==> config.mk <==
export PLATFORM = sky130hd
export DESIGN_NAME = out_arb
export DESIGN_NICKNAME = d
export VERILOG_FILES = /design/src/rtl/host_iface_pkg.sv /design/src/rtl/rr_pick.sv /design/src/rtl/out_arb.sv
export SDC_FILE = /design/constraint.sdc
export NUM_CORES = 1
export LEC_CHECK = 0
export CORE_AREA = 10 10 53 55
export CTS_CLUSTER_DIAMETER = 60
export DETAILED_ROUTE_END_ITERATION = 8
export DIE_AREA = 0 0 63 65
export GPL_TIMING_DRIVEN = 1
export PLACE_DENSITY = 0.78
export SYNTH_ARGS = -nofsm -noshare
export SYNTH_HDL_FRONTEND = slang
export SYNTH_SLANG_ARGS = --single-unit
==> constraint.sdc <==
create_clock -name clk_i -period 3.58 [get_ports clk_i]
set_clock_uncertainty 0.15 [all_clocks]
set_input_delay 0.537 -clock clk_i [delete_from_list [all_inputs] [get_ports clk_i]]
set_output_delay 0.537 -clock clk_i [all_outputs]
set_load 0.05 [all_outputs]
==> src/rtl/host_iface_pkg.sv <==
// Shared types for the host output arbiter: FSM state encoding and index-width helper.
package host_iface_pkg;

    typedef enum logic [1:0] {
        IDLE = 2'd0,
        SEND = 2'd1,
        WAIT = 2'd2
    } arb_state_e;

    // One extra bit keeps the index non-zero width even for a single source.
    function automatic int unsigned idx_w(input int unsigned n);
        return $clog2(n) + 1;
    endfunction

endpackage

==> src/rtl/rr_pick.sv <==
// Combinational round-robin picker: first requester at or after last_src+1 (mod N_SRCS).
module rr_pick
    import host_iface_pkg::*;
#(
    parameter int unsigned N_SRCS = 2,
    localparam int unsigned IDX_W = idx_w(N_SRCS)
) (
    input  logic [N_SRCS-1:0] req_i,
    input  logic [IDX_W-1:0]  last_src_i,
    output logic [IDX_W-1:0]  winner_o,
    output logic              any_o
);

    logic [N_SRCS-1:0] rot;
    logic              found;
    int unsigned       k;

    always_comb begin
        winner_o = '0;
        found    = 1'b0;
        rot      = '0;
        k        = 0;
        for (int unsigned i = 0; i < N_SRCS; i++) begin
            k   = (32'(last_src_i) + 32'(1) + i) % N_SRCS;
            rot = req_i >> k;
            if (!found && rot[0]) begin
                winner_o = IDX_W'(k);
                found    = 1'b1;
            end
        end
    end

    assign any_o = |req_i;

endmodule

==> src/rtl/out_arb.sv <==
// Round-robin arbiter multiplexing N_SRCS byte writers onto one acked host link.
// OUT_ARB_FRAME_EN: grants end on an acked byte flagged by omux_last_i instead of after MAX_BURST bytes.
module out_arb
    import host_iface_pkg::*;
#(
    parameter int unsigned N_SRCS    = 2,
    parameter int unsigned DATA_W    = 8,
    parameter int unsigned MAX_BURST = 16,
    localparam int unsigned IDX_W    = idx_w(N_SRCS),
    localparam int unsigned CNT_W    = $clog2(MAX_BURST + 1)
) (
    input  logic                     clk_i,
    input  logic                     reset_i,
    input  logic [N_SRCS*DATA_W-1:0] omux_data_i,
    input  logic [N_SRCS-1:0]        omux_req_i,
`ifdef OUT_ARB_FRAME_EN
    input  logic [N_SRCS-1:0]        omux_last_i,
`endif
    output logic [N_SRCS-1:0]        omux_sel_o,
    output logic [DATA_W-1:0]        out_o,
    output logic                     out_req_o,
    input  logic                     out_ack_i,
    output logic [IDX_W-1:0]         grant_o,
    output logic                     busy_o
);

    arb_state_e        state_q, state_d;
    logic [IDX_W-1:0]  cur_src_q, cur_src_d;
    logic [IDX_W-1:0]  last_src_q, last_src_d;
    logic [CNT_W-1:0]  burst_cnt_q, burst_cnt_d;
    logic [CNT_W-1:0]  cnt_inc;
    logic [IDX_W-1:0]  winner;
    logic              any_req;
    logic [N_SRCS-1:0] req_shift;
    logic              cur_req;
`ifdef OUT_ARB_FRAME_EN
    logic              last_flag_q, last_flag_d;
    logic [N_SRCS-1:0] last_shift;

    assign last_shift = omux_last_i >> cur_src_q;
`endif

    rr_pick #(
        .N_SRCS(N_SRCS)
    ) u_rr_pick (
        .req_i     (omux_req_i),
        .last_src_i(last_src_q),
        .winner_o  (winner),
        .any_o     (any_req)
    );

    assign req_shift = omux_req_i >> cur_src_q;
    assign cur_req   = req_shift[0];
    assign cnt_inc   = burst_cnt_q + CNT_W'(1);
    assign out_o     = DATA_W'(omux_data_i >> (32'(cur_src_q) * DATA_W));
    assign grant_o   = cur_src_q;
    assign busy_o    = (state_q != IDLE);

    always_ff @(posedge clk_i or posedge reset_i) begin
        if (reset_i) begin
            state_q     <= IDLE;
            cur_src_q   <= '0;
            last_src_q  <= IDX_W'(N_SRCS - 1);
            burst_cnt_q <= '0;
`ifdef OUT_ARB_FRAME_EN
            last_flag_q <= 1'b0;
`endif
        end else begin
            state_q     <= state_d;
            cur_src_q   <= cur_src_d;
            last_src_q  <= last_src_d;
            burst_cnt_q <= burst_cnt_d;
`ifdef OUT_ARB_FRAME_EN
            last_flag_q <= last_flag_d;
`endif
        end
    end

    // Next-state and link handshake; last_src advances only when a grant ends.
    always_comb begin
        state_d     = state_q;
        cur_src_d   = cur_src_q;
        last_src_d  = last_src_q;
        burst_cnt_d = burst_cnt_q;
        out_req_o   = 1'b0;
        omux_sel_o  = '0;
`ifdef OUT_ARB_FRAME_EN
        last_flag_d = last_flag_q;
`endif
        unique case (state_q)
            IDLE: begin
                if (any_req) begin
                    cur_src_d   = winner;
                    burst_cnt_d = '0;
                    state_d     = SEND;
                end
            end
            SEND: begin
                if (cur_req) begin
                    out_req_o  = 1'b1;
                    omux_sel_o = N_SRCS'(1) << cur_src_q;
                    state_d    = WAIT;
`ifdef OUT_ARB_FRAME_EN
                    last_flag_d = last_shift[0];
`endif
                end else begin
                    state_d    = IDLE;
                    last_src_d = cur_src_q;
                end
            end
            WAIT: begin
                if (out_ack_i) begin
                    burst_cnt_d = (burst_cnt_q == CNT_W'(MAX_BURST)) ? burst_cnt_q : cnt_inc;
`ifdef OUT_ARB_FRAME_EN
                    if (last_flag_q) begin
`else
                    if (cnt_inc == CNT_W'(MAX_BURST)) begin
`endif
                        state_d    = IDLE;
                        last_src_d = cur_src_q;
                    end else begin
                        state_d = SEND;
                    end
                end
            end
            default: state_d = IDLE;
        endcase
    end

endmodule

-- Yosys cells after proc, flatten, opt, wreduce, memory -nomap -nowiden
Cells that the tools add are included.
- register bits: 10
- latch bits: 0
- bits in writable memories: 0
- memory bits (read-only): 0
- input port bits: 21
- output and inout bits: 14
- logic and storage cells: 52
- memories kept: 0
- add/subtract/negate cells: 3
- multiply operators: 0
- div/mod/pow operators: 0
- magnitude comparators: 0
- equality and inequality tests: 9
- shifts and indexed selects: 5
- mux-type cells: 20
- bitwise logic cells: 0
- reduce and logical (&&, ||, !) cells: 11
- operators with widths (kind ; count):
    $shr A16 B5 Y8 ; 1
    $mux W5 ; 3
    $mux W2 ; 6
    $eq A5 B5 Y1 const B ; 2
    $ne A2 B2 Y1 const B ; 5
    $pmux W5 S2 ; 1
    $mux W1 ; 8
    $reduce_and A4 Y1 ; 2
    $pmux W2 S3 ; 1
    $reduce_bool A2 Y1 ; 3
    $add A5 B1 Y5 const B ; 1
    $reduce_and A2 Y1 ; 2
    $shr A2 B1 Y1 ; 2
    $add A1 B1 Y1 const B ; 2
    $eq A2 B1 Y1 const B ; 1
    $eq A2 B2 Y1 const B ; 1
    $logic_not A2 Y1 ; 1
    $pmux W1 S2 ; 1
    $reduce_or A2 Y1 ; 1
    $shl A1 B2 Y2 const A ; 1
    $shr A2 B2 Y1 ; 1
    $logic_and A1 B1 Y1 ; 1
    $logic_not A1 Y1 ; 1

-- Longest topological paths before layout
Gate-level depths: netlist (run 1).
- depth after elaboration: 6
- mapped depth: 6
- gate-level depth less buffers: 5

-- Cells and area by module
A second synthesis (run 1) with hierarchy kept.
- cell total of the unflattened synthesis: 90
- area total of the unflattened synthesis: 789.5 µm²
- by module, submodules not included (module ; times used ; cells an instance ; area an instance (µm²) ; seq. area each (µm²)):
    out_arb ; 1 ; 86 ; 764.5 ; 276.5
    rr_pick ; 1 ; 4 ; 25.0 ; 0.0

-- Worst setup path after synthesis (run 1)
No wires, ideal clock.
- path kind: reg-to-output
- from: register cur_src_q[0], in the netlist grant_o[0]
- to: output out_req_o
- arrival: 1632 ps
- data required time: 2893 ps
- path slack: 1261 ps
- stages on the path, launching flop included: 3
- buffers on the path: 0
- path through: dfrtp_1 -> nand2_1 -> a21oi_1
- word-level cells in the longest chain between the ends: 3
- RTL lines (what ; RTL line ; RTL):
    start, declared ; out_arb.sv:28 ; logic [IDX_W-1:0] cur_src_q, cur_src_d;
    start signal, assigned ; out_arb.sv:70 ; cur_src_q <= cur_src_d;
    $shr A2 B2 Y1 ; out_arb.sv:52 ; assign req_shift = omux_req_i >> cur_src_q;
    $mux W1 ; out_arb.sv:99 ; if (cur_req) begin
    $mux W1 ; out_arb.sv:90 ; unique case (state_q)
    end, declared ; out_arb.sv:21 ; output logic out_req_o,
No other way between the ends.

-- Worst setup path after layout (run 1)
- from: input omux_req_i[1]
- to: output out_req_o
- word-level cells in the longest chain between the ends: 3
- RTL lines (what ; RTL line ; RTL):
    start, declared ; out_arb.sv:15 ; input logic [N_SRCS-1:0] omux_req_i,
    $shr A2 B2 Y1 ; out_arb.sv:52 ;
    $mux W1 ; out_arb.sv:99 ;
    $mux W1 ; out_arb.sv:90 ;
No other way between the ends.

==> metrics.md, run 1 <==
| Metric | Value |
|---|---|
| Detail Route Antenna Nets | 0 |
| Worst-skew pair later-pin latency | 260 ps |
| Hold Crit Class | in -> async |
| Setup crit start kind | primary input |
| N_diodes | 0 |
| CP max FO | 5 |
| Clk sink count | 9 |
| Gr usage total | 10.4% |
| Largest net degree at the start of global routing | 17 |
| RSZ-0062 raised after global routing | false |
| First-pass GRT wire length | 3.51 mm |
| Post-CTS setup buffer count | 0 |
| Drt initial violations | 22 |
| Worst-Margin Slew | 537 ps |
| Worst setup margin | 665 ps |
| CTS tree | done |
| WL/cell | 14.8 um |
| Placed wire-length estimate | 1.73 mm |
| Slowest cell on the critical path | clkdlybuf4s50_1 |
| Power per Cell Area | 716 nW/um2 |
| Synth Cell Area | 702 um2 |
| Die area | 4100 um2 |
| Hold Vio Cnt, Final | 0 |
| Pins Over Slew Limit | 0 |
| I/O Pins | 35 |
| GR Overflow Total | 0 |
| Maxcap violations | 0 |
| Clk pin slew, worst setup/hold paths | 60 ps |
| Via/cell ratio | 5.15 |
| I/O Buffers | 33 |
| Crit Path Class | in -> out |
| Final min period | 2910 ps |
| Leak pwr | 0.419 nW |
| Max stage delay on crit path | 840 ps |
| Setup-failing EPs final | 0 |
| Cts hold-fix bufs | 0 |
| Most common cell on crit path | clkdlybuf4s50_1 |
| Final RePlAce weighted congestion | 0.763 |
| VDD IR max | 416 uV |
| Most frequent cells in the layout | 33 x clkdlybuf4s50_1, 8 x mux2_2, 8 x dfrtp_1 |
| Final period util | 81.4% |
| Layout cell share with drive strength beyond 1 | 13.4% |
| Avg Cell Area, Syn | 8.89 um2 |
| Post-layout instance area | 1060 um2 |
| Setup TNS | 0 ps |
| Rel. slew slack | 64.1% |
| Commonest non-fill, non-tap cell in the layout | clkdlybuf4s50_1 |
| Warning count from the yosys run | 0 |
| Root Buffer | clkbuf_4 |
| Die Height | 65 um |
| Fmax | 343 MHz |
| Worst Path Required | 2890 ps |
| FF+latch count, synth | 9 |
| Max clock buf depth | 2 |
| Core area | 1860 um2 |
| Arrival time of the worst setup path | 2230 ps |
| Final nets | 136 |
| # H-tree levels | 1 |
| CTS buffer count | 3 |
| Fill cell count | 178 |
| Num rows | 16 |
| DRC | 0 |
| Pre-antenna DRT Iters | 3 |
| Initial antenna violation count | 0 |
| Syn Inst Count | 79 |
| Area growth from synthesis to layout | 51.7% |
| Drt total wl | 2.06 mm |
| Vias in the first global route | 818 |
| Pre-CTS WS | 664 ps |
| Die Width | 63 um |
| Via count | 716 |
| Post-cts resize count | 0 |
| Initial Util | 37.7% |
| Sequential cell area fraction in the yosys report | 32.3% |
| Mapped Nets | 102 |
| Placed cell areas | 1040 um2 |
| Outcome | completed |
| Worst path cell trace | clkdlybuf4s50_1 > nand2_1 > a21oi_1 > clkdlybuf4s50_1 |
| CP endpoint kind | output port |
| Synth cell types | 33 |
where the power goes:
| part | switching, mW | total (mW) | internal (mW) |
|---|---|---|---|
| clock | 0.0340 | 0.0768 | 0.0429 |
| combinational | 0.297 | 0.492 | 0.195 |
| sequential | 0.0608 | 0.194 | 0.133 |
final timing paths:
kind | startpoint | end | slack, ps | cells past startpoint
setup / recovery | omux_req_i[1] | out_req_o | 670 | 4
hold / removal | reset_i | burst_cnt_q[4] | 390 | 2
setup reg to reg | state_q[1] | burst_cnt_q[4] | 1690 | 4
hold reg to reg | last_src_q[0] | last_src_q[0] | 420 | 2
max in group asynchronous | reset_i | last_src_q[0] | 2600 | 2
min in group clk_i | last_src_q[0] | last_src_q[0] | 420 | 2
state kept, by name (all words and copies together), names as in the netlist:
signal / flops
burst_cnt_q: 5
state_q: 2
grant_o: 1
last_src_q: 1
kinds of logic after synthesis:
kind of cell / Yosys count / synth area share (%)
flops: 9 / 32.3
mux: 9 / 14.3
buf+inv: 9 / 6.59
compound gates: 16 / 13.7
simple gates: 33 / 29.1
fa+ha+maj: 2 / 3.56
other cells: 1 / 0.534
stage by stage:
step	utilization [%]	std cells	power (mW)	hold WS [ps]
2_1_floorplan	-	79	0.539	214
4_1_cts	57.2	139	0.772	395
3_5_place_dp	55.8	135	0.692	397
5_1_grt	57.2	139	0.814	437
3_3_place_gp	55.8	135	0.684	390
6_report	57.2	139	0.763	385
Yosys cell counts, drive strengths merged:
library cell  count  area [um2]
dfrtp             8         200
mux2              8        90.1
o21ai             6        30.0
a21oi             5        25.0
inv               5        18.8
nand2             5        18.8
nand2b            5        31.3
nand3             5        25.0
nor2              5        18.8
buf               4        27.5
nor2b             3        26.3
a31oi             2        12.5
ha                2        25.0
or3               2        17.5
or4               2        15.0
and3b             1        8.76
and4b             1        10.0
conb              1        3.75
dfstp             1        26.3
mux2i             1        10.0
nand4             1        6.26
nand4bb           1        11.3
nor3              1        5.00
o21bai            1        7.51
o22ai             1        12.5
o311ai            1        8.76
or4b              1        10.0
worst max-delay path, delay by kind of cell:
family,cells,cell delay (ps)
compound gates,1,210
simple gates,1,90
buf+inv,2,1380
final cells by class:
cell class	count	area (um2)	area share [%]
sequential	9	226	21.3
multi-input combinational	61	429	40.3
timing repair buffer	33	330	31.0
clock buffer	4	26.3	2.47
inverter	5	18.8	1.76
tap	27	33.8	3.17
layer usage:
layer	part of all wire [%]	GRT usage, %	routed length [um]	vias to the layer above
li1	-	-	-	348
met1	38	9.45	789	329
met2	43	16.9	887	35
met3	18	8.76	362	4
met4	1.2	4.19	25	0
met5	0	0	0	-
Note: power is estimated with default switching activity, not from simulation.
==> inputs of run 2 (changes only) <==
- CORE_AREA: 10 10 53 55 -> 10 10 54 56
- DIE_AREA: 0 0 63 65 -> 0 0 64 66
- PLACE_DENSITY: 0.78 -> 0.75
- clock period: 3.58 -> 2.77 ns (I/O delays scaled with it)
==> metrics.md, run 2 (synthesized netlist as in run 1, its figures left out) <==
| Metric | Value |
|---|---|
| Outcome | completed |
| DRC | 0 (unchanged) |
| Worst-skew pair later-pin latency | 260 ps (about the same) |
| Biggest regs | burst_cnt_q x5, state_q x2 |
| Final period util | 88.2% |
| Fill cell count | 178 (unchanged) |
| Pins Over Slew Limit | 0 (unchanged) |
| Hold Vio Cnt, Final | 0 (unchanged) |
| Clk pin slew, worst setup/hold paths | 70 ps (about the same) |
| Detail Route Antenna Nets | 0 (unchanged) |
| Placed wire-length estimate | 1.80 mm (+3.9%) |
| Commonest non-fill, non-tap cell in the layout | clkdlybuf4s50_1 |
| Fmax | 409 MHz |
| Via/cell ratio | 5.00 (-2.9%) |
| CP max FO | 8 (+3) |
| CTS tree | done |
| Layout cell share with drive strength beyond 1 | 21.2% (+7.8 points) |
| Die Width | 64 um (+1.6%) |
| RSZ-0062 raised after global routing | false |
| Worst-Margin Slew | 513 ps (-24.2 ps) |
| Num rows | 16 (unchanged) |
| I/O Buffers | 33 (unchanged) |
| Max clock buf depth | 2 (unchanged) |
| Maxcap violations | 0 (unchanged) |
| Area occupied by multi-input gates | 429 um2 (unchanged) |
| Power Internal | 0.475 mW (+28%) |
| Worst path cell trace | mux2_2 > clkdlybuf4s50_1 |
| Gr usage total | 10.4% (-0.073 points) |
| Die area | 4220 um2 (+3.2%) |
| Max reg flops | 5 (unchanged) |
| Root Buffer | clkbuf_4 |
| Most frequent cells in the layout | 26 x clkdlybuf4s50_1, 8 x mux2_2, 8 x dfrtp_1, 8 x buf_4 |
| Area growth from synthesis to layout | 50.4% |
| Clock share of power | 10.2% (about the same) |
| Setup-failing EPs final | 0 (unchanged) |
| Slowest cell on the critical path | clkdlybuf4s50_1 |
| Setup crit start kind | flip-flop |
| Final RePlAce weighted congestion | 0.784 (+2.6%) |
| Largest net degree at the start of global routing | 10 (-7) |
| Initial Util | 36.9% (-0.79 points) |
| First-pass GRT wire length | 3.54 mm (+0.77%) |
| Sequential power share | 23.8% (-1.6 points) |
| Most flop-heavy register | burst_cnt_q |
| Crit Path Class | reg -> out |
| Post-cts resize count | 0 (unchanged) |
| Post-CTS setup buffer count | 0 (unchanged) |
| Gate power share | 66.0% (+1.5 points) |
| Drt initial violations | 28 (+27%) |
| N_diodes | 0 (unchanged) |
| I/O Pins | 35 (unchanged) |
| CP endpoint kind | output port |
| Initial antenna violation count | 0 (unchanged) |
| Core area | 1900 um2 (+2.2%) |
| Power per Cell Area | 932 nW/um2 (+30%) |
| Drt total wl | 2.13 mm (+3.1%) |
| Final nets | 137 (+0.74%) |
| WL/cell | 15.2 um (+2.4%) |
| Rel. slew slack | 65.7% (+1.6 points) |
| Max stage delay on crit path | 710 ps (-130 ps) |
| Sw Ratio | 51.7% (+0.39 points) |
| Setup TNS | 0 ps (unchanged) |
| Leak pwr | 0.436 nW (+4.0%) |
| CTS buffer count | 3 (unchanged) |
| Pre-antenna DRT Iters | 4 (+1) |
| GR Overflow Total | 0 (unchanged) |
| Area occupied by registers | 226 um2 (unchanged) |
| NetSw | 0.509 mW (+30%) |
| Cts hold-fix bufs | 0 (unchanged) |
| Final min period | 2440 ps |
| # H-tree levels | 1 (unchanged) |
| Arrival time of the worst setup path | 1880 ps (-350 ps) |
| Total Power | 0.985 mW (+29%) |
| Vias in the first global route | 683 (-17%) |
| Via count | 700 (-2.2%) |
| Worst Path Required | 2200 ps (-690 ps) |
| VDD IR max | 434 uV (+4.4%) |
| Hold Crit Class | in -> async |
| Clk sink count | 9 (unchanged) |
| Die Height | 66 um (+1.5%) |
[run 2: cell count changes in the layout (fill, tap and decap cells not counted), sizes merged]
cell	change
clkbuf	-1
clkdlybuf4s50	-7
clkinv	+1
buf	+8
[run 2: final timing paths]
kind	endpoint	slack, ps	from	depth (start not counted)
max	out_o[7]	330	grant_o[0]	2
min	state_q[0]	270	reset_i	2
max reg2reg	burst_cnt_q[4]	860	state_q[1]	4
min reg2reg	last_src_q[0]	420	last_src_q[0]	2
max in group asynchronous	last_src_q[0]	1910	reset_i	2
min in group clk_i	last_src_q[0]	420	last_src_q[0]	2
[run 2: critical path: cells and delay by family, from the launching register on]
kind,cells,cell delay [ps]
buf+inv,1,710
flops,1,530
mux,1,380
[run 2: area by class of cell]
class	count	area share, %
inverters	5	1.78
flip-flops and latches	9	21.4
repair buffers	34	30.3
clock inverters	1	0.474
well taps	27	3.20
multi-input cells	61	40.6
clock buffers	3	2.13
[run 2: routing by layer]
| metal | GRT usage, % | wire length, um | vias up |
|---|---|---|---|
| li1 | - | - | 349 |
| met1 | 11.9 | 871 | 327 |
| met2 | 18.5 | 1120 | 24 |
| met3 | 3.90 | 138 | 0 |
| met4 | 0.820 | 0 | 0 |
| met5 | 0 | 0 | - |
[run 2: per-stage QoR]
stage / utilization (%) / worst slack [ps] / instance area, um2 / instances / hold slack [ps]
floorplan: - / 572 / 702 / 79 / 92.7
global placement: 54.1 / 398 / 1030 / 136 / 387
detailed placement: 54.1 / 381 / 1030 / 136 / 415
CTS: 55.5 / 304 / 1060 / 140 / 268
global route: 55.5 / 247 / 1060 / 140 / 314
finish: 55.5 / 326 / 1060 / 140 / 266
[run 2: power groups by stage]
stage / Sequential (mW) / Clock, mW / Combinational (mW)
after floorplan: 0.236 / 0 / 0.460
after global placement: 0.235 / 0 / 0.646
after detailed placement: 0.237 / 0 / 0.655
after CTS: 0.235 / 0.105 / 0.657
after global routing: 0.246 / 0.114 / 0.693
final: 0.235 / 0.100 / 0.649
==> inputs of run 3 (changes only) <==
- clock period: 2.77 -> 2.4 ns (I/O delays scaled with it)
==> metrics.md, run 3 (synthesized netlist as in run 1, its figures left out) <==
| Metric | Value |
|---|---|
| Leak pwr | 0.446 nW (+2.3%) |
| Most frequent cells in the layout | 22 x clkdlybuf4s50_1, 9 x buf_4, 8 x mux2_2, 8 x dfrtp_1 |
| Setup crit start kind | flip-flop |
| GR Overflow Total | 0 (unchanged) |
| Rel. slew slack | 66.1% (+0.36 points) |
| Layout cell share with drive strength beyond 1 | 23.9% (+2.7 points) |
| Die Width | 64 um (unchanged) |
| Initial antenna violation count | 0 (unchanged) |
| First-pass GRT wire length | 3.42 mm (-3.5%) |
| Initial Util | 36.9% (unchanged) |
| CP endpoint kind | output port |
| Power per Cell Area | 1090 nW/um2 (+17%) |
| CTS buffer count | 3 (unchanged) |
| CTS tree | done |
| Final nets | 137 (unchanged) |
| Pre-antenna DRT Iters | 4 (unchanged) |
| Biggest regs | burst_cnt_q x5, state_q x2 |
| VDD IR max | 590 uV (+36%) |
| Maxcap violations | 0 (unchanged) |
| R2R Path End | burst_cnt_q[1] |
| Post-CTS setup buffer count | 0 (unchanged) |
| Num rows | 16 (unchanged) |
| R2r worst-path depth | 4 (unchanged) |
| CP max FO | 9 (+1) |
| Placed wire-length estimate | 1.74 mm (-3.3%) |
| Gr usage total | 10.3% (-0.077 points) |
| Outcome | completed |
| Clk pin slew, worst setup/hold paths | 60 ps (about the same) |
| Most flop-heavy register | burst_cnt_q |
| DRC | 0 (unchanged) |
| Max clock buf depth | 2 (unchanged) |
| # H-tree levels | 1 (unchanged) |
| Post-cts resize count | 0 (unchanged) |
| Arrival time of the worst setup path | 1780 ps (-100 ps) |
| I/O Pins | 35 (unchanged) |
| Worst-Margin Slew | 507 ps (-5.45 ps) |
| Clk sink count | 9 (unchanged) |
| Via/cell ratio | 5.14 (+2.9%) |
| Fmax | 437 MHz |
| Pins Over Slew Limit | 0 (unchanged) |
| Die Height | 66 um (unchanged) |
| Setup TNS | 0 ps (unchanged) |
| Crit Path Class | reg -> out |
| Setup-failing EPs final | 0 (unchanged) |
| Final RePlAce weighted congestion | 0.817 (+4.3%) |
| Die area | 4220 um2 (unchanged) |
| Hold Vio Cnt, Final | 0 (unchanged) |
| I/O Buffers | 33 (unchanged) |
| Commonest non-fill, non-tap cell in the layout | clkdlybuf4s50_1 |
| RSZ-0062 raised after global routing | false |
| Via count | 720 (+2.9%) |
| Final period util | 95.4% |
| Core area | 1900 um2 (unchanged) |
| R2R setup slack | 520 ps (-340 ps) |
| Fin util | 56.9% (+1.4 points) |
| Cts hold-fix bufs | 0 (unchanged) |
| WL/cell | 15.0 um (-1.2%) |
| Drt initial violations | 34 (+21%) |
| Largest net degree at the start of global routing | 14 (+4) |
| Worst Path Required | 1890 ps (-310 ps) |
| Area growth from synthesis to layout | 54.2% |
| Detail Route Antenna Nets | 0 (unchanged) |
| Root Buffer | clkbuf_4 |
| N_diodes | 0 (unchanged) |
| Fill cell count | 172 (-3.4%) |
| Worst-skew pair later-pin latency | 270 ps (about the same) |
| Max reg flops | 5 (unchanged) |
| Drt total wl | 2.10 mm (-1.2%) |
| Hold Crit Class | in -> async |
| R2r startpoint | state_q[1] |
| Vias in the first global route | 680 (-0.44%) |
| Final min period | 2290 ps |
==> run 3: changes by cell type in the layout (fill, tap and decap cells not counted), sizes merged <==
cell / delta
clkdlybuf4s50: -4
clkinv: -1
clkbuf: +1
buf: +4
==> run 3: worst max path at each step <==
stage	slack, ps	startpoint	end	depth (start not counted)
finish	110	state_q[1]	busy_o	3
global route	20	state_q[1]	busy_o	3
CTS	90	state_q[1]	busy_o	3
detailed placement	160	out_ack_i	burst_cnt_q[1]	5
global placement	210	out_ack_i	burst_cnt_q[4]	5
floorplan	260	grant_o[0]	out_req_o	2
==> run 3: layout make-up <==
class / count / area, um2 / area share (%)
tap: 27 / 33.8 / 3.12
multi-input combinational: 61 / 429 / 39.7
inverter: 5 / 18.8 / 1.73
clock buffer: 4 / 26.3 / 2.43
sequential: 9 / 226 / 20.9
timing repair buffer: 34 / 348 / 32.1
==> run 3: critical path, stage by stage, from the launching register on <==
cell and delay, ps:
dfrtp_1 460, nor2_1 270, inv_1 60, clkdlybuf4s50_1 710
==> run 3: report_power, final <==
| part | total, mW | switching [mW] | internal, mW |
|---|---|---|---|
| logic | 0.801 | 0.484 | 0.317 |
| registers | 0.258 | 0.0593 | 0.199 |
| clock network | 0.118 | 0.0543 | 0.0641 |
| total | 1.18 | 0.598 | 0.580 |
==> run 3: metal layers <==
metal | global-route usage [%] | wire length, um | up-vias
li1 | - | - | 349
met1 | 10.5 | 827 | 350
met2 | 18.0 | 1120 | 19
met3 | 5.08 | 142 | 2
met4 | 3.28 | 17 | 0
met5 | 0 | 0 | -
==> run 3: through the flow <==
step / instances / total power, mW / hold WS [ps] / area, um2 / worst slack (ps)
2_1_floorplan: 79 / 0.803 / 37.2 / 702 / 258
3_3_place_gp: 136 / 1.05 / 397 / 1060 / 206
3_5_place_dp: 136 / 1.06 / 406 / 1060 / 157
4_1_cts: 140 / 1.19 / 214 / 1080 / 87.6
5_1_grt: 140 / 1.24 / 258 / 1080 / 18.1
6_report: 140 / 1.18 / 208 / 1080 / 110
